$ cat config.mk
export PLATFORM = sky130hd
export DESIGN_NAME = uart_rx_axis
export DESIGN_NICKNAME = d
export VERILOG_FILES = /design/src/rtl/uart_pkg.sv /design/src/rtl/axis_byte_fifo.sv /design/src/rtl/uart_rx_axis.sv
export SDC_FILE = /design/constraint.sdc
export NUM_CORES = 1
export LEC_CHECK = 0
export BUFFER_PORTS_ARGS = -buffer_cell sky130_fd_sc_hd__buf_4
export CORE_MARGIN = 4
export CORE_UTILIZATION = 50
export DETAILED_ROUTE_END_ITERATION = 12
export GPL_TIMING_DRIVEN = 0
export PLACE_DENSITY = 0.67
export SLEW_MARGIN = 20
export SYNTH_ARGS = -nofsm -noshare
export SYNTH_HDL_FRONTEND = slang
export SYNTH_SLANG_ARGS = --single-unit
$ cat constraint.sdc
create_clock -name clk -period 7 [get_ports clk]
set_clock_uncertainty 0.2 [all_clocks]
set_input_delay 0 -clock clk [delete_from_list [all_inputs] [get_ports clk]]
set_output_delay 0 -clock clk [all_outputs]
set_load 0.005 [all_outputs]
$ cat src/rtl/uart_pkg.sv
// Shared UART definitions: line idle level and the bit-level FSM state encoding.
// Used by both the receiver and the transmitter.
package uart_pkg;

  // Level of the serial line between frames (also the stop-bit level).
  localparam logic UART_IDLE = 1'b1;

  typedef enum logic [1:0] {
    IDLE  = 2'd0,
    START = 2'd1,
    DATA  = 2'd2,
    STOP  = 2'd3
  } uart_state_t;

endpackage

$ cat src/rtl/axis_byte_fifo.sv
// Small synchronous FIFO for received bytes plus their tlast flag.
// Pointers carry one extra wrap bit so full and empty are distinguished without a counter.
// A push into a full FIFO is accepted only when a pop happens in the same cycle.
module axis_byte_fifo #(
  parameter int WIDTH = 9,
  parameter int DEPTH = 4
) (
  input  logic             clk,
  input  logic             rst_n,
  input  logic             wr_en,
  input  logic [WIDTH-1:0] wr_data,
  input  logic             rd_en,
  output logic [WIDTH-1:0] rd_data,
  output logic             empty,
  output logic             full
);

  localparam int AW = (DEPTH > 1) ? $clog2(DEPTH) : 1;

  logic [WIDTH-1:0] mem [DEPTH];
  logic [AW:0]      wr_ptr;
  logic [AW:0]      rd_ptr;
  logic             do_push;
  logic             do_pop;

  assign empty   = (wr_ptr == rd_ptr);
  assign full    = (wr_ptr[AW] != rd_ptr[AW]) && (wr_ptr[AW-1:0] == rd_ptr[AW-1:0]);
  assign do_pop  = rd_en && !empty;
  assign do_push = wr_en && (!full || do_pop);
  assign rd_data = mem[rd_ptr[AW-1:0]];

  // Storage write; contents cleared on reset so the head reads zero out of reset.
  always_ff @(posedge clk or negedge rst_n) begin
    if (!rst_n) begin
      for (int i = 0; i < DEPTH; i++) begin
        mem[i] <= '0;
      end
    end else if (do_push) begin
      mem[wr_ptr[AW-1:0]] <= wr_data;
    end
  end

  // Pointer advance on accepted push and pop.
  always_ff @(posedge clk or negedge rst_n) begin
    if (!rst_n) begin
      wr_ptr <= '0;
      rd_ptr <= '0;
    end else begin
      if (do_push) begin
        wr_ptr <= wr_ptr + 1'b1;
      end
      if (do_pop) begin
        rd_ptr <= rd_ptr + 1'b1;
      end
    end
  end

endmodule

$ cat src/rtl/uart_rx_axis.sv
// UART 8N1 receiver presenting bytes as an AXI-Stream master.
// A burst of back-to-back bytes becomes one packet; tlast is attached once the
// line has stayed idle long enough after the last byte.
//
//  state | meaning
//  ------+---------------------------------------------------------------
//  IDLE  | line idle, waiting for a low level on rx_s
//  START | half a bit-time in; a high sample means it was a glitch
//  DATA  | sampling DATA_BITS data bits at bit centres, LSB first
//  STOP  | sampling the stop bit; high = good byte, low = framing error
module uart_rx_axis #(
  parameter int DATA_BITS    = 8,
  parameter int CLKS_PER_BIT = 16,
  parameter int FIFO_DEPTH   = 4,
  parameter int IDLE_BITS    = 10
) (
  input  logic                 clk,
  input  logic                 rst_n,
  input  logic                 uart_rx,
  output logic [DATA_BITS-1:0] m_axis_tdata,
  output logic                 m_axis_tvalid,
  input  logic                 m_axis_tready,
  output logic                 m_axis_tlast,
  output logic                 frame_err,
  output logic                 overrun
);

  import uart_pkg::*;

  localparam int TMR_W      = $clog2(CLKS_PER_BIT);
  localparam int IDX_W      = $clog2(DATA_BITS + 1);
  localparam int IDLE_TICKS = IDLE_BITS * CLKS_PER_BIT;
  localparam int IDLE_W     = $clog2(IDLE_TICKS + 1);

  localparam logic [TMR_W-1:0]  HALF_LOAD = TMR_W'(CLKS_PER_BIT / 2 - 1);
  localparam logic [TMR_W-1:0]  BIT_LOAD  = TMR_W'(CLKS_PER_BIT - 1);
  localparam logic [IDX_W-1:0]  LAST_IDX  = IDX_W'(DATA_BITS - 1);
  localparam logic [IDLE_W-1:0] IDLE_LOAD = IDLE_W'(IDLE_TICKS - 1);

  logic                 rx_meta;
  logic                 rx_s;
  uart_state_t          state;
  logic [TMR_W-1:0]     tmr;
  logic [IDX_W-1:0]     bit_idx;
  logic [DATA_BITS-1:0] shreg;
  logic                 byte_stb;
  logic [IDLE_W-1:0]    idle_cnt;
  logic [DATA_BITS-1:0] pend_data;
  logic                 pend_valid;
  logic                 idle_expire;
  logic                 push_req;
  logic [DATA_BITS:0]   push_word;
  logic                 pop;
  logic [DATA_BITS:0]   head_word;
  logic                 fifo_empty;
  logic                 fifo_full;

  // Two-flop synchroniser; resets to the idle level so reset never looks like a start bit.
  always_ff @(posedge clk or negedge rst_n) begin
    if (!rst_n) begin
      rx_meta <= UART_IDLE;
      rx_s    <= UART_IDLE;
    end else begin
      rx_meta <= uart_rx;
      rx_s    <= rx_meta;
    end
  end

  // Bit-level receive FSM with a down-counting bit timer; byte_stb and frame_err are 1-cycle pulses.
  always_ff @(posedge clk or negedge rst_n) begin
    if (!rst_n) begin
      state     <= IDLE;
      tmr       <= '0;
      bit_idx   <= '0;
      shreg     <= '0;
      byte_stb  <= 1'b0;
      frame_err <= 1'b0;
    end else begin
      byte_stb  <= 1'b0;
      frame_err <= 1'b0;
      case (state)
        IDLE: begin
          if (rx_s != UART_IDLE) begin
            state   <= START;
            tmr     <= HALF_LOAD;
            bit_idx <= '0;
          end
        end
        START: begin
          if (tmr == '0) begin
            if (rx_s == UART_IDLE) begin
              state <= IDLE;
            end else begin
              state <= DATA;
              tmr   <= BIT_LOAD;
            end
          end else begin
            tmr <= tmr - 1'b1;
          end
        end
        DATA: begin
          if (tmr == '0) begin
            shreg <= {rx_s, shreg[DATA_BITS-1:1]};
            tmr   <= BIT_LOAD;
            if (bit_idx == LAST_IDX) begin
              state <= STOP;
            end else begin
              bit_idx <= bit_idx + 1'b1;
            end
          end else begin
            tmr <= tmr - 1'b1;
          end
        end
        STOP: begin
          if (tmr == '0) begin
            // Returning at mid-stop leaves half a bit to catch the next start edge.
            state <= IDLE;
            if (rx_s == UART_IDLE) begin
              byte_stb <= 1'b1;
            end else begin
              frame_err <= 1'b1;
            end
          end else begin
            tmr <= tmr - 1'b1;
          end
        end
        default: state <= IDLE;
      endcase
    end
  end

  // Idle timer: reloads whenever the FSM leaves IDLE, counts down and holds at zero while idle.
  always_ff @(posedge clk or negedge rst_n) begin
    if (!rst_n) begin
      idle_cnt <= IDLE_LOAD;
    end else if (state != IDLE) begin
      idle_cnt <= IDLE_LOAD;
    end else if (idle_cnt != '0) begin
      idle_cnt <= idle_cnt - 1'b1;
    end
  end

  assign idle_expire = pend_valid && (state == IDLE) && (idle_cnt == '0);

  // The pending byte is held back until we know whether another byte follows it.
  // A new byte pushes the old one with tlast=0; idle timeout pushes it with tlast=1.
  assign push_req  = (byte_stb && pend_valid) || idle_expire;
  assign push_word = {!byte_stb, pend_data};

  // Pending register: last good byte whose tlast is not yet known.
  always_ff @(posedge clk or negedge rst_n) begin
    if (!rst_n) begin
      pend_data  <= '0;
      pend_valid <= 1'b0;
    end else if (byte_stb) begin
      pend_data  <= shreg;
      pend_valid <= 1'b1;
    end else if (idle_expire) begin
      pend_valid <= 1'b0;
    end
  end

  assign pop = m_axis_tvalid && m_axis_tready;

  // Overrun pulse: a push attempt the FIFO could not take (full with no pop this cycle).
  always_ff @(posedge clk or negedge rst_n) begin
    if (!rst_n) begin
      overrun <= 1'b0;
    end else begin
      overrun <= push_req && fifo_full && !pop;
    end
  end

  axis_byte_fifo #(
    .WIDTH(DATA_BITS + 1),
    .DEPTH(FIFO_DEPTH)
  ) u_fifo (
    .clk    (clk),
    .rst_n  (rst_n),
    .wr_en  (push_req),
    .wr_data(push_word),
    .rd_en  (pop),
    .rd_data(head_word),
    .empty  (fifo_empty),
    .full   (fifo_full)
  );

  assign m_axis_tvalid = !fifo_empty;
  assign m_axis_tdata  = head_word[DATA_BITS-1:0];
  assign m_axis_tlast  = head_word[DATA_BITS];

endmodule

# [Yosys cells after proc, flatten, opt, wreduce, memory -nomap -nowiden]
# Index checks and enable logic that the tools add are counted.
# W data, S select, Z words.
[classes] n_addsub=5 order_cmp=3 n_eq_ne=15 n_mux=33 n_bitwise=2 reduce_logical=28
[ops] cell="$bwmux W36" count=1
[ops] cell="$mux W4" count=8
[ops] cell="$mux W9" count=3
[ops] cell="$bmux W9 S2" count=1
[ops] cell="$demux W9 S2" count=1
[ops] cell="$mux W8" count=2
[ops] cell="$pmux W4 S4" count=1
[ops] cell="$ne A2 B2 Y1 const B" count=7
[ops] cell="$mux W2" count=6
[ops] cell="$logic_and A1 B1 Y1" count=10
[ops] cell="$logic_not A8 Y1" count=1
[ops] cell="$mux W1" count=8
[ops] cell="$pmux W2 S4" count=1
[ops] cell="$pmux W4 S2" count=1
[ops] cell="$reduce_bool A2 Y1" count=4
[ops] cell="$reduce_bool A8 Y1" count=1
[ops] cell="$sub A8 B1 Y8 const B" count=1
[ops] cell="$add A3 B1 Y3 const B" count=2
[ops] cell="$ge A3 B3 Y1 const B" count=2
[ops] cell="$not A2 Y3" count=2
[ops] cell="$reduce_and A5 Y1" count=1
[ops] cell="$add A4 B1 Y4 const B" count=1
[ops] cell="$eq A2 B2 Y1 const B" count=2
[ops] cell="$eq A4 B3 Y1 const B" count=1
[ops] cell="other kinds (14)" count=18
[word_totals] ff_bits=82 input_bits=4 word_cells=104

# [Logic depth before layout (Yosys ltp)]
# Gate-level depths: netlist of the first run.
[depth] word_depth=6 mapped_depth=7 depth_no_buf=6

# [By module]
# A second synthesis of the first run with hierarchy kept.
[hier_totals] hier_cells=320 area_unflattened_um2=4115.2
[modules_own_cells] module="axis_byte_fifo" n_inst=1 cells_per_inst=132 area_each_um2=2068.2 seq_area_each_um2=1051.0
[modules_own_cells] module="uart_rx_axis" n_inst=1 cells_per_inst=188 area_each_um2=2047.0 seq_area_each_um2=1011.0

# [Worst setup path before layout of the first run]
# No wires, ideal clock.
[synth_path] path_type="reg-to-reg" start="reg tmr[0]" end="reg bit_idx[3]" setup_time_ps=121 t_arrival_ps=1897 required_ps=6679 slack_ps=4782 stages_incl_launch_ff=8 synth_period_minus_slack_ps=2218 cell_sequence="dfrtp_1 > inv_1 > ha_1 > or3b_1 > clkbuf_1 > nor3_1 > mux2_2 > a22o_1"
[synth_between] elab_chain_len=3
[synth_rtl] element="start, declared" line_no="uart_rx_axis.sv:43" text="logic [TMR_W-1:0] tmr;"
[synth_rtl] element="start signal, assigned" line_no="uart_rx_axis.sv:98" text="tmr <= tmr - 1'b1;"
[synth_rtl] element="start signal, assigned" line_no="uart_rx_axis.sv:111" text="tmr <= tmr - 1'b1;"
[synth_rtl] element="start signal, assigned" line_no="uart_rx_axis.sv:124" text="tmr <= tmr - 1'b1;"
[synth_rtl] element="$logic_not A4 Y1" line_no="uart_rx_axis.sv:102" text="if (tmr == '0) begin"
[synth_rtl] element="$ne A2 B2 Y1 (no source line)"
[synth_rtl] element="$reduce_and A4 Y1 (no source line)"
[synth_rtl] element="end signal, assigned" line_no="uart_rx_axis.sv:108" text="bit_idx <= bit_idx + 1'b1;"
[synth_rtl] element="end, declared" line_no="uart_rx_axis.sv:44" text="logic [IDX_W-1:0] bit_idx;"
# No other way between the ends.
# A chain may end at the register's enable or synchronous reset.

# [Worst setup path in the final report of the first run]
[layout_path] start="reg idle_cnt[0]" end="reg u_fifo.mem[6] in the netlist's numbering"
[layout_between] elab_chain_len=4
[layout_rtl] element="start, declared" line_no="uart_rx_axis.sv:47" text="logic [IDLE_W-1:0] idle_cnt;"
[layout_rtl] element="start signal, assigned" line_no="uart_rx_axis.sv:139" text="idle_cnt <= idle_cnt - 1'b1;"
[layout_rtl] element="$logic_not A8 Y1" line_no="uart_rx_axis.sv:143" text="assign idle_expire = pend_valid && (state == IDLE) && (idle_cnt == '0);"
[layout_rtl] element="$logic_and A1 B1 Y1" line_no="uart_rx_axis.sv:143"
[layout_rtl] element="$logic_or A1 B1 Y1" line_no="uart_rx_axis.sv:147" text="assign push_req = (byte_stb && pend_valid) || idle_expire;"
[layout_rtl] element="$logic_and A1 B1 Y1" line_no="axis_byte_fifo.sv:29" text="assign do_push = wr_en && (!full || do_pop);"
[layout_rtl] element="end signal, assigned by index" line_no="axis_byte_fifo.sv:39" text="mem[wr_ptr[AW-1:0]] <= wr_data;"
[layout_rtl] element="end, declared" line_no="axis_byte_fifo.sv:20" text="logic [WIDTH-1:0] mem [DEPTH];"
# No other way between the ends.

==> flow_metrics.env, run 1 <==
export IMPL_diodes=0
export IMPL_max_vdd_ir_drop_mv=0.2389
export IMPL_synthMuxAreaShare=0.2355
export IMPL_relSlewSlack=0.5140
export IMPL_crit_top_cell="nor3b_2"
export IMPL_worstSetupPathType="register to register"
export IMPL_final_antenna_net_count=0
export IMPL_min_path_type="primary input to asynchronous set/reset pin"
export IMPL_cp_arrival_ps=2590
export IMPL_seq_area_frac_synth=0.5015
export IMPL_core_area_um2=7848
export IMPL_cp_cell_sequence="inv_1 -> ha_1 -> nor3b_2 -> a32oi_4 -> nor3b_2 -> buf_6 -> mux2_4"
export IMPL_dieArea_um2=9738
export IMPL_numCtsBuffers=9
export IMPL_total_power_uw=1246
export IMPL_syn_num_nets=317
export IMPL_num_rows=32
export IMPL_drtIter0Drc=87
export IMPL_period_minus_slack_ps=2551
export IMPL_end_kind="register"
export IMPL_finalSetupViolations=0
export IMPL_powerDensity_nw_per_um2=272.8
export IMPL_clock_latency_ps=350
export IMPL_synthXorXnorAreaFrac=0.01917
export IMPL_synthArstFlopShare=1.000
export IMPL_synth_ff_type="dfrtp_1"
export IMPL_report_final_slew_viol_count=0
export IMPL_post_place_ws_ps=4459
export IMPL_rr_worst_depth=7
export IMPL_syn_inst=300
export IMPL_port_buffers=15
export IMPL_power_frac_comb=0.287
export IMPL_vias_per_cell=5.514
export IMPL_fp_dieH_um=98.68
export IMPL_power_frac_seq=0.458
export IMPL_reg2reg_to="u_fifo.mem[6]$_DFFE_PN0P_"
export IMPL_drt_wl_total_um=7242
export IMPL_syn_cell_area_um2=4111
export IMPL_ctsRootBufferMaster="clkbuf_8"
export IMPL_syn2layout_area_growth_pct=11.11
export IMPL_worstSetupStartpointType="register"
export IMPL_start_util=0.5239
export IMPL_yosys_area_top_type_share=0.4504
export IMPL_yosys_area_top_type="dfrtp_1"
export IMPL_grt_pass1_vias=2511
export IMPL_fill_cells=633
export IMPL_status="complete, no violations"
export IMPL_drt_pass1_iter_count=4
export IMPL_fin_crit_sh=0.3644
export IMPL_grt_start_max_net_pins=83
export IMPL_max_slew_worst_pin_slew_ps=729.0
export IMPL_synthAdderAreaFrac=0.03956
export IMPL_crit_buf_inv=2
export IMPL_synth_top_family_by_area="multiplexers"
export IMPL_critPathMaxStageDelay_ps=440
export IMPL_synth_compound_area_frac=0.06086
export IMPL_slowest_stage="nor3b_2"
export IMPL_switching_power_uw=436.7
export IMPL_clock_fmax_mhz=392.1
export IMPL_cts_tree="built"
export IMPL_synth_edf_count=0
export IMPL_cts_htree_levels=3
export IMPL_synth_distinct_cells=52
export IMPL_setup_ws_ps=4449
export IMPL_mostFrequentLayoutCell="dfrtp_1"
export IMPL_grt_antenna_before_repair=0
export IMPL_post_cts_resized=0
export IMPL_remaining_drc_errors=0
export IMPL_layout_common_cells="dfrtp_1, mux2_4, mux2_2, buf_4, ha_1"
export IMPL_path_delay_family="simple AND/OR/NAND/NOR gates"
export IMPL_timing_setup_tns_ps=0
export IMPL_cts_buffer_depth=2
export IMPL_pin_count=16
export IMPL_finalHoldViolCount=0
export IMPL_num_vias=2404
export IMPL_routabilityCongestion=0.8120
export IMPL_p_int_uw=809.7
export IMPL_drive_above_1_share=0.3623
export IMPL_reg2reg_from="idle_cnt[0]$_DFFE_PN1P_"
export IMPL_switching_share=0.3504
export IMPL_cp_max_fo=10
export IMPL_maxCapViolCount=0
export IMPL_synthTopCellsByArea="dfrtp_1, mux2_4, mux2_2"
export IMPL_cp_required_ps=7040
export IMPL_grt_pass1_wl_um=12480
export IMPL_yosys_area_share_simple=0.1135
export IMPL_fp_dieW_um=98.68
export IMPL_syn_avg_cell_area_um2=13.70
export IMPL_clock_sinks=82
export IMPL_routedWlPerCell_um=16.61
export IMPL_rrSetupSlack_ps=4450
export IMPL_track_usage=0.1613
export IMPL_rsz0062_at_grt="false"
export IMPL_path_clk_slew_ps=90
export IMPL_final_nets=346
export IMPL_p_clk_frac=0.255
export IMPL_p_leak_uw=0.002082
export IMPL_hpwl_um=4727
export IMPL_ys_ff_latch=82
export IMPL_grt_remaining_overflow=0
export IMPL_yosysWarnings=0
-- how the worst max path moves through the flow --
stage / cells past startpoint / to / slack, ps / start
after floorplan: 7 / bit_idx[3]$_DFFE_PN0P_ / 4780 / tmr[0]$_DFFE_PN0P_
after global placement: 7 / u_fifo.mem[6]$_DFFE_PN0P_ / 4510 / idle_cnt[0]$_DFFE_PN1P_
after detailed placement: 7 / u_fifo.mem[0]$_DFFE_PN0P_ / 4460 / idle_cnt[0]$_DFFE_PN1P_
after CTS: 7 / u_fifo.mem[0]$_DFFE_PN0P_ / 4420 / idle_cnt[0]$_DFFE_PN1P_
after global routing: 7 / u_fifo.mem[6]$_DFFE_PN0P_ / 4280 / idle_cnt[0]$_DFFE_PN1P_
final: 7 / u_fifo.mem[6]$_DFFE_PN0P_ / 4450 / idle_cnt[0]$_DFFE_PN1P_
-- cells in the mapped netlist, types with 3 or more instances --
master / count
o21ai_0: 11
mux2i_1: 6
nand2_1: 12
o211ai_1: 3
ha_1: 13
inv_1: 12
nor2_1: 12
clkbuf_1: 6
a21oi_1: 6
or4_1: 3
mux2_2: 20
mux2_4: 32
nor3_1: 3
buf_6: 4
mux4_2: 9
nand3_1: 7
and2_1: 4
a21boi_0: 4
xnor2_1: 6
dfrtp_1: 74
dfstp_2: 8
nor3b_2: 5
xor2_1: 3
-- timing repair --
item                                   in CTS  in global routing
hold buffers                                3                  0
endpoints found under the hold margin      80                  0
setup buffers                               0                  0
-- area by class of cell --
class                      count  area [µm²]  share of cell area
buffer                        12       77.57             0.01698
sequential                    82        2062              0.4514
tap                          102       127.6             0.02794
clock inverter                 7       58.81             0.01287
inverter                      12       45.04            0.009860
clock buffer                   9       123.9             0.02712
multi-input combinational    194        1927              0.4218
timing repair buffer          18       146.4             0.03205
-- cell families after synthesis --
kind of cell	after synthesis
AO/OA/AOI/OAI	35
XOR/XNOR	9
adder cells (fa/ha/maj)	13
buffers and inverters	24
flip-flops	82
multiplexers	67
AND/OR/NAND/NOR	70
-- power groups by stage --
| stage | sequential, µW | clock [µW] | combinational [µW] |
|---|---|---|---|
| after floorplan | 566 | 0 | 279 |
| after global placement | 577 | 0 | 352 |
| after CTS | 571 | 331 | 363 |
| after detailed placement | 579 | 0 | 359 |
| final | 571 | 318 | 357 |
| after global routing | 577 | 352 | 404 |
-- stage by stage --
stage | cells | util | hold slack [ps] | area, µm²
floorplan | 300 | - | -495.6 | 4111
global placement | 417 | 0.5545 | -90.46 | 4352
detailed placement | 417 | 0.5545 | -88.54 | 4352
CTS | 436 | 0.5816 | 73.38 | 4564
global route | 436 | 0.5821 | 80.97 | 4568
finish | 436 | 0.5821 | 38.33 | 4568
-- routing by layer --
metal | GRT usage | up-vias | wire (µm)
li1 | - | 1145 | -
met5 | 0 | - | 0
met2 | 0.2569 | 37 | 3503
met4 | 0.05777 | 0 | 104
met1 | 0.2131 | 1215 | 3399
met3 | 0.04388 | 7 | 236
-- sequential cells by signal (all words and copies together), names as in the netlist, named ones only --
signal / cells
u_fifo.rd_ptr: 3
shreg: 8
rx_s: 1
pend_valid: 1
overrun: 1
pend_data: 8
byte_stb: 1
rx_meta: 1
idle_cnt: 8
frame_err: 1
bit_idx: 4
tmr: 4
u_fifo.mem: 36
u_fifo.wr_ptr: 3
state: 1
-- worst register-to-register path: cells and delay by family, from the launching register on --
| kind | cells | cell delay (ps) |
|---|---|---|
| DFF | 1 | 380 |
| AOI/OAI and AO/OA | 1 | 250 |
| buffers and inverters | 2 | 320 |
| and+or+nand+nor | 2 | 670 |
| adders and majority gates | 1 | 290 |
| muxes | 1 | 320 |
Power figures use the tool's default switching activity.
==> inputs of run 2 (changes only) <==
- ABC_AREA: not set -> 1
- PLACE_DENSITY: 0.67 -> 0.69
- clock period: 7 -> 2.1 ns (I/O delays scaled with it)
==> run 2 against run 1 <==
Setup slack lost 4300 ps. Synthesized area grew 2.9%. Non-clock buffer count grew 9. Clock power grew to 3.8 times the previous value. Largest cell class unchanged. Highest routed layer unchanged.
==> flow_metrics.env, run 2 <==
export IMPL_grt_antenna_before_repair=0
export IMPL_port_buffers=15
export IMPL_num_vias=3312
export IMPL_drtIter0Drc=127
export IMPL_gr_usage_met3=0.02988
export IMPL_relSlewSlack=0.5137
export IMPL_min_path_type="primary input to asynchronous set/reset pin"
export IMPL_gr_usage_met1=0.2447
export IMPL_hpwl_um=6077
export IMPL_numCtsBuffers=9
export IMPL_yosys_area_top_type="dfrtp_1"
export IMPL_final_antenna_net_count=0
export IMPL_grt_pass1_wl_um=15080
export IMPL_drt_wl_total_um=8687
export IMPL_diodes=0
export IMPL_track_usage=0.1852
export IMPL_period_minus_slack_ps=1961
export IMPL_synth_most_common_cell="nand2_1"
export IMPL_dieArea_um2=9996
export IMPL_report_final_slew_viol_count=0
export IMPL_syn_inst=482
export IMPL_cp_arrival_ps=1760
export IMPL_final_util=0.5742
export IMPL_worstSetupStartpointType="register"
export IMPL_rr_worst_depth=10
export IMPL_top_usage_layer="met2"
export IMPL_fin_crit_sh=0.9338
export IMPL_num_rows=33
export IMPL_end_kind="output pin"
export IMPL_cts_buffer_depth=2
export IMPL_start_util=0.5148
export IMPL_grt_pass1_vias=3271
export IMPL_maxCapViolCount=0
export IMPL_core_area_um2=8217
export IMPL_synthTopCellsByArea="dfrtp_1, nand2_1, o21ai_0"
export IMPL_pin_count=16
export IMPL_mostFrequentLayoutCell="nand2_1"
export IMPL_seq_area_frac_synth=0.4874
export IMPL_grt_start_max_net_pins=83
export IMPL_synth_ff_type="dfrtp_1"
export IMPL_crit_start="u_fifo.rd_ptr[0]$_DFFE_PN0P_"
export IMPL_rrSetupSlack_ps=190
export IMPL_vias_per_cell=5.342
export IMPL_rsz0062_at_grt="false"
export IMPL_finalHoldViolCount=0
export IMPL_reg2reg_from="state[0]$_DFFE_PN0P_"
export IMPL_largest_reg_flops=36
export IMPL_cts_tree="built"
export IMPL_yosysWarnings=0
export IMPL_cp_max_fo=10
export IMPL_path_clk_slew_ps=90
export IMPL_max_slew_worst_pin_slew_ps=729.4
export IMPL_endpoint="m_axis_tdata[7]"
export IMPL_ctsRootBufferMaster="clkbuf_8"
export IMPL_slowest_stage="dfrtp_1"
export IMPL_final_area_um2=4718
export IMPL_syn_num_nets=499
export IMPL_met2_usage=0.3022
export IMPL_cp_cell_sequence="buf_6 -> clkbuf_1 -> o21ai_0 -> o22ai_1 -> buf_4"
export IMPL_clock_sinks=82
export IMPL_regMostFlops="u_fifo.mem"
export IMPL_remaining_drc_errors=0
export IMPL_cp_required_ps=1900
export IMPL_final_nets=527
export IMPL_powerDensity_nw_per_um2=1041
export IMPL_reg2reg_to="u_fifo.mem[8]$_DFFE_PN0P_"
export IMPL_total_power_uw=4912
export IMPL_synthArstFlopShare=1.000
export IMPL_ys_ff_latch=82
export IMPL_yosys_area_top_type_share=0.4377
export IMPL_p_leak_uw=0.002309
export IMPL_status="complete, no violations"
export IMPL_timing_setup_tns_ps=0
export IMPL_synth_edf_count=0
export IMPL_finalSetupViolations=0
export IMPL_setup_ws_ps=139.1
export IMPL_routedWlPerCell_um=14.01
export IMPL_critPathMaxStageDelay_ps=400
export IMPL_synth_distinct_cells=30
export IMPL_cts_setup_buffers=0
export IMPL_syn2layout_area_growth_pct=11.54
export IMPL_layout_common_cells="nand2_1, dfrtp_1, o21ai_0, nand4_1, nor2_1"
export IMPL_worstSetupPathType="register to output pin"
export IMPL_grt_remaining_overflow=0
export IMPL_routabilityCongestion=0.8389
export IMPL_drt_pass1_iter_count=4
export IMPL_max_vdd_ir_drop_mv=0.7000
export IMPL_syn_cell_area_um2=4230
export IMPL_clock_fmax_mhz=510.0
export IMPL_synth_common_cells="nand2_1, dfrtp_1, o21ai_0"
export IMPL_place_area_um2=4474
export IMPL_cts_htree_levels=3
export IMPL_drive_above_1_share=0.1728
export IMPL_post_place_ws_ps=127.7
export IMPL_fp_dieH_um=99.98
export IMPL_fp_dieW_um=99.98
export IMPL_syn_avg_cell_area_um2=8.777
export IMPL_clock_latency_ps=350
[run 2: layout make-up]
type                       instances  area (µm²)
fill                             740        3498
sequential                        82        2062
multi-input combinational        338        1809
buffer                            21       210.2
inverter                          40       150.1
timing repair buffer              18       146.4
clock buffer                      10       137.6
tap                              105       131.4
clock inverter                     6       71.32
[run 2: routing by layer]
| layer | share of wire | vias to the layer above |
|---|---|---|
| met4 | 0.020 | 0 |
| li1 | - | 1651 |
| met1 | 0.46 | 1562 |
| met5 | 0 | - |
| met3 | 0.045 | 15 |
| met2 | 0.47 | 84 |
[run 2: cell families after synthesis]
family / synth area share
compound gates: 0.09021
xor+xnor: 0.01449
buf+inv: 0.08607
simple gates: 0.2810
fa+ha+maj: 0.03845
flops: 0.4874
mux: 0.002366
[run 2: worst min path at each step]
| stage | end | startpoint | depth (start not counted) |
|---|---|---|---|
| 2_1_floorplan | asynchronous set/reset pin | rst_n | 0 |
| 5_1_grt | rx_meta$_DFF_PN1_ | uart_rx | 2 |
| 6_report | u_fifo.rd_ptr[0]$_DFFE_PN0P_ | rst_n | 2 |
| 4_1_cts | rx_meta$_DFF_PN1_ | uart_rx | 2 |
| 3_3_place_gp | rx_meta$_DFF_PN1_ | uart_rx | 1 |
| 3_5_place_dp | rx_meta$_DFF_PN1_ | uart_rx | 1 |
[run 2: stage by stage]
stage,hold WS [ps],cells
final,63.55,620
after global routing,103.8,620
after CTS,89.74,621
after detailed placement,-84.99,602
after global placement,-90.62,602
after floorplan,-495.6,482
[run 2: critical path: cells and delay by family, from the launching register on]
kind            cells  cell delay, ps
buf+inv             3             650
flops               1             400
compound gates      2             350
[run 2: where the power goes]
group          switching (µW)  internal [µW]
logic                    1090            720
registers                 139           1760
clock network             606            593
total                    1840           3080
[run 2: what timing repair did]
item / in CTS / in global routing
resized for setup: 0 / 2
hold buffers: 3 / 0
setup endpoints to repair: 0 / 13
endpoints found under the hold margin: 81 / 0
==> inputs of run 3 (changes only) <==
- GPL_ROUTABILITY_DRIVEN: not set -> 0
- clock period: 2.1 -> 1.8 ns (I/O delays scaled with it)
==> run 3 against run 2 <==
The run now ends with setup timing left. Routed wire length up 6.4%. Sequential power grew 17%. Final cell count grew 2.9%. Largest power group is now combinational cells.
==> flow_metrics.env, run 3 (synthesis results as in run 2) <==
export IMPL_clock_fmax_mhz=554.5
export IMPL_port_buffers=15
export IMPL_maxCapViolCount=0
export IMPL_min_path_type="primary input to asynchronous set/reset pin"
export IMPL_period_minus_slack_ps=1803
export IMPL_num_rows=33
export IMPL_numCtsBuffers=9
export IMPL_slowest_stage="dfstp_2"
export IMPL_crit_top_cell="inv_4"
export IMPL_fp_dieW_um=99.98
export IMPL_timing_setup_tns_ps=-3.298
export IMPL_fp_dieH_um=99.98
export IMPL_reg2reg_to="u_fifo.mem[7]$_DFFE_PN0P_"
export IMPL_worstSetupPathType="register to register"
export IMPL_powerDensity_nw_per_um2=1222
export IMPL_p_leak_uw=0.002403
export IMPL_final_nets=545
export IMPL_max_slew_worst_pin_slew_ps=731.4
export IMPL_path_clk_slew_ps=90
export IMPL_start_util=0.5148
export IMPL_pin_count=16
export IMPL_rrSetupSlack_ps=-3
export IMPL_critPathMaxStageDelay_ps=550
export IMPL_clock_latency_ps=350
export IMPL_syn2layout_area_growth_pct=18.07
export IMPL_fin_crit_sh=1.002
export IMPL_grt_pass1_wl_um=15480
export IMPL_failed_checks="setup timing"
export IMPL_end_kind="register"
export IMPL_num_vias=3454
export IMPL_drive_above_1_share=0.2383
export IMPL_reg2reg_from="idle_cnt[0]$_DFFE_PN1P_"
export IMPL_vias_per_cell=5.414
export IMPL_relSlewSlack=0.5124
export IMPL_path_delay_family="flip-flops"
export IMPL_grt_antenna_before_repair=0
export IMPL_core_area_um2=8217
export IMPL_fill_cells=696
export IMPL_grt_start_max_net_pins=83
export IMPL_max_vdd_ir_drop_mv=0.9677
export IMPL_grt_remaining_overflow=0
export IMPL_routedWlPerCell_um=14.49
export IMPL_cp_max_fo=8
export IMPL_drtIter0Drc=131
export IMPL_crit_buf_inv=3
export IMPL_layout_common_cells="nand2_1, dfrtp_1, o21ai_0, nand4_1, nor2_1"
export IMPL_hold_slack_ps=60.87
export IMPL_track_usage=0.1905
export IMPL_cts_buffer_depth=2
export IMPL_report_final_slew_viol_count=0
export IMPL_finalHoldViolCount=0
export IMPL_regMostFlops="u_fifo.mem"
export IMPL_regArea_um2=2062
export IMPL_place_area_um2=4474
export IMPL_grt_pass1_vias=3328
export IMPL_largest_reg_flops=36
export IMPL_cts_tree="built"
export IMPL_drt_pass1_iter_count=4
export IMPL_cp_cell_sequence="inv_4 -> ha_4 -> inv_4 -> nor2_4 -> nand3_4 -> nand2_8 -> clkbuf_16 -> nand4_1 -> nand2_1"
export IMPL_ctsRootBufferMaster="clkbuf_8"
export IMPL_final_area_um2=4995
export IMPL_dieArea_um2=9996
export IMPL_total_power_uw=6103
export IMPL_worstSetupStartpointType="register"
export IMPL_status="complete, but fails checks"
export IMPL_rsz0062_at_grt="true"
export IMPL_cp_required_ps=1840
export IMPL_mostFrequentLayoutCell="nand2_1"
export IMPL_clock_sinks=82
export IMPL_cp_arrival_ps=1850
export IMPL_multiInputGateArea_um2=1943
export IMPL_remaining_drc_errors=0
export IMPL_hpwl_um=6077
export IMPL_cts_htree_levels=3
export IMPL_finalSetupViolations=1
export IMPL_drt_wl_total_um=9242
export IMPL_rr_worst_depth=9
export IMPL_setup_ws_ps=-3.298
export IMPL_diodes=0
export IMPL_final_antenna_net_count=0
-- run 3: timing repair --
| action | 4_1_cts | 5_1_grt |
|---|---|---|
| hold endpoints to repair | 80 | 0 |
| pin swaps | 3 | 19 |
| buffers inserted | 7 | 7 |
| gates resized for setup | 16 | 27 |
| cloned | 3 | 2 |
| endpoints found under the setup margin | 55 | 66 |
| hold buffers | 3 | 0 |
-- run 3: how the worst max path moves through the flow --
| stage | depth (start not counted) | start | end |
|---|---|---|---|
| after floorplan | 11 | state[0]$_DFFE_PN0P_ | u_fifo.wr_ptr[0]$_DFFE_PN0P_ |
| after global placement | 9 | state[0]$_DFFE_PN0P_ | bit_idx[1]$_DFFE_PN0P_ |
| after detailed placement | 9 | state[0]$_DFFE_PN0P_ | bit_idx[1]$_DFFE_PN0P_ |
| after CTS | 9 | idle_cnt[1]$_DFFE_PN1P_ | u_fifo.mem[6]$_DFFE_PN0P_ |
| after global routing | 6 | state[0]$_DFFE_PN0P_ | register |
| final | 9 | idle_cnt[0]$_DFFE_PN1P_ | u_fifo.mem[7]$_DFFE_PN0P_ |
-- run 3: layout make-up --
type / instances / share of cell area
plain buffers: 20 / 0.04359
clock buffers: 10 / 0.02756
clock inverters: 6 / 0.01428
inverters: 40 / 0.03106
multi-input cells: 342 / 0.3890
flip-flops and latches: 82 / 0.4128
well taps: 105 / 0.02630
repair buffers: 33 / 0.05536
-- run 3: metal layers --
| metal | vias to the layer above | global-route usage | routed length (µm) |
|---|---|---|---|
| li1 | 1691 | - | - |
| met1 | 1643 | 0.2510 | 4223 |
| met2 | 102 | 0.3130 | 4412 |
| met3 | 18 | 0.03058 | 400 |
| met4 | 0 | 0.08083 | 206 |
| met5 | - | 0 | 0 |
-- run 3: stage by stage --
step                setup WS [ps]  cells    util
finish                     -3.298    638  0.6079
CTS                         10.96    630  0.5896
detailed placement         -172.3    602  0.5445
global placement           -135.1    602  0.5445
global route               -62.93    638  0.6079
floorplan                   68.63    482       -
-- run 3: report_power, final --
group          internal [µW]  leakage [µW]  switching, µW
clock                    692     0.0000995            714
sequential              2060       0.00110            160
combinational           1080       0.00120           1390
total                   3830       0.00240           2270
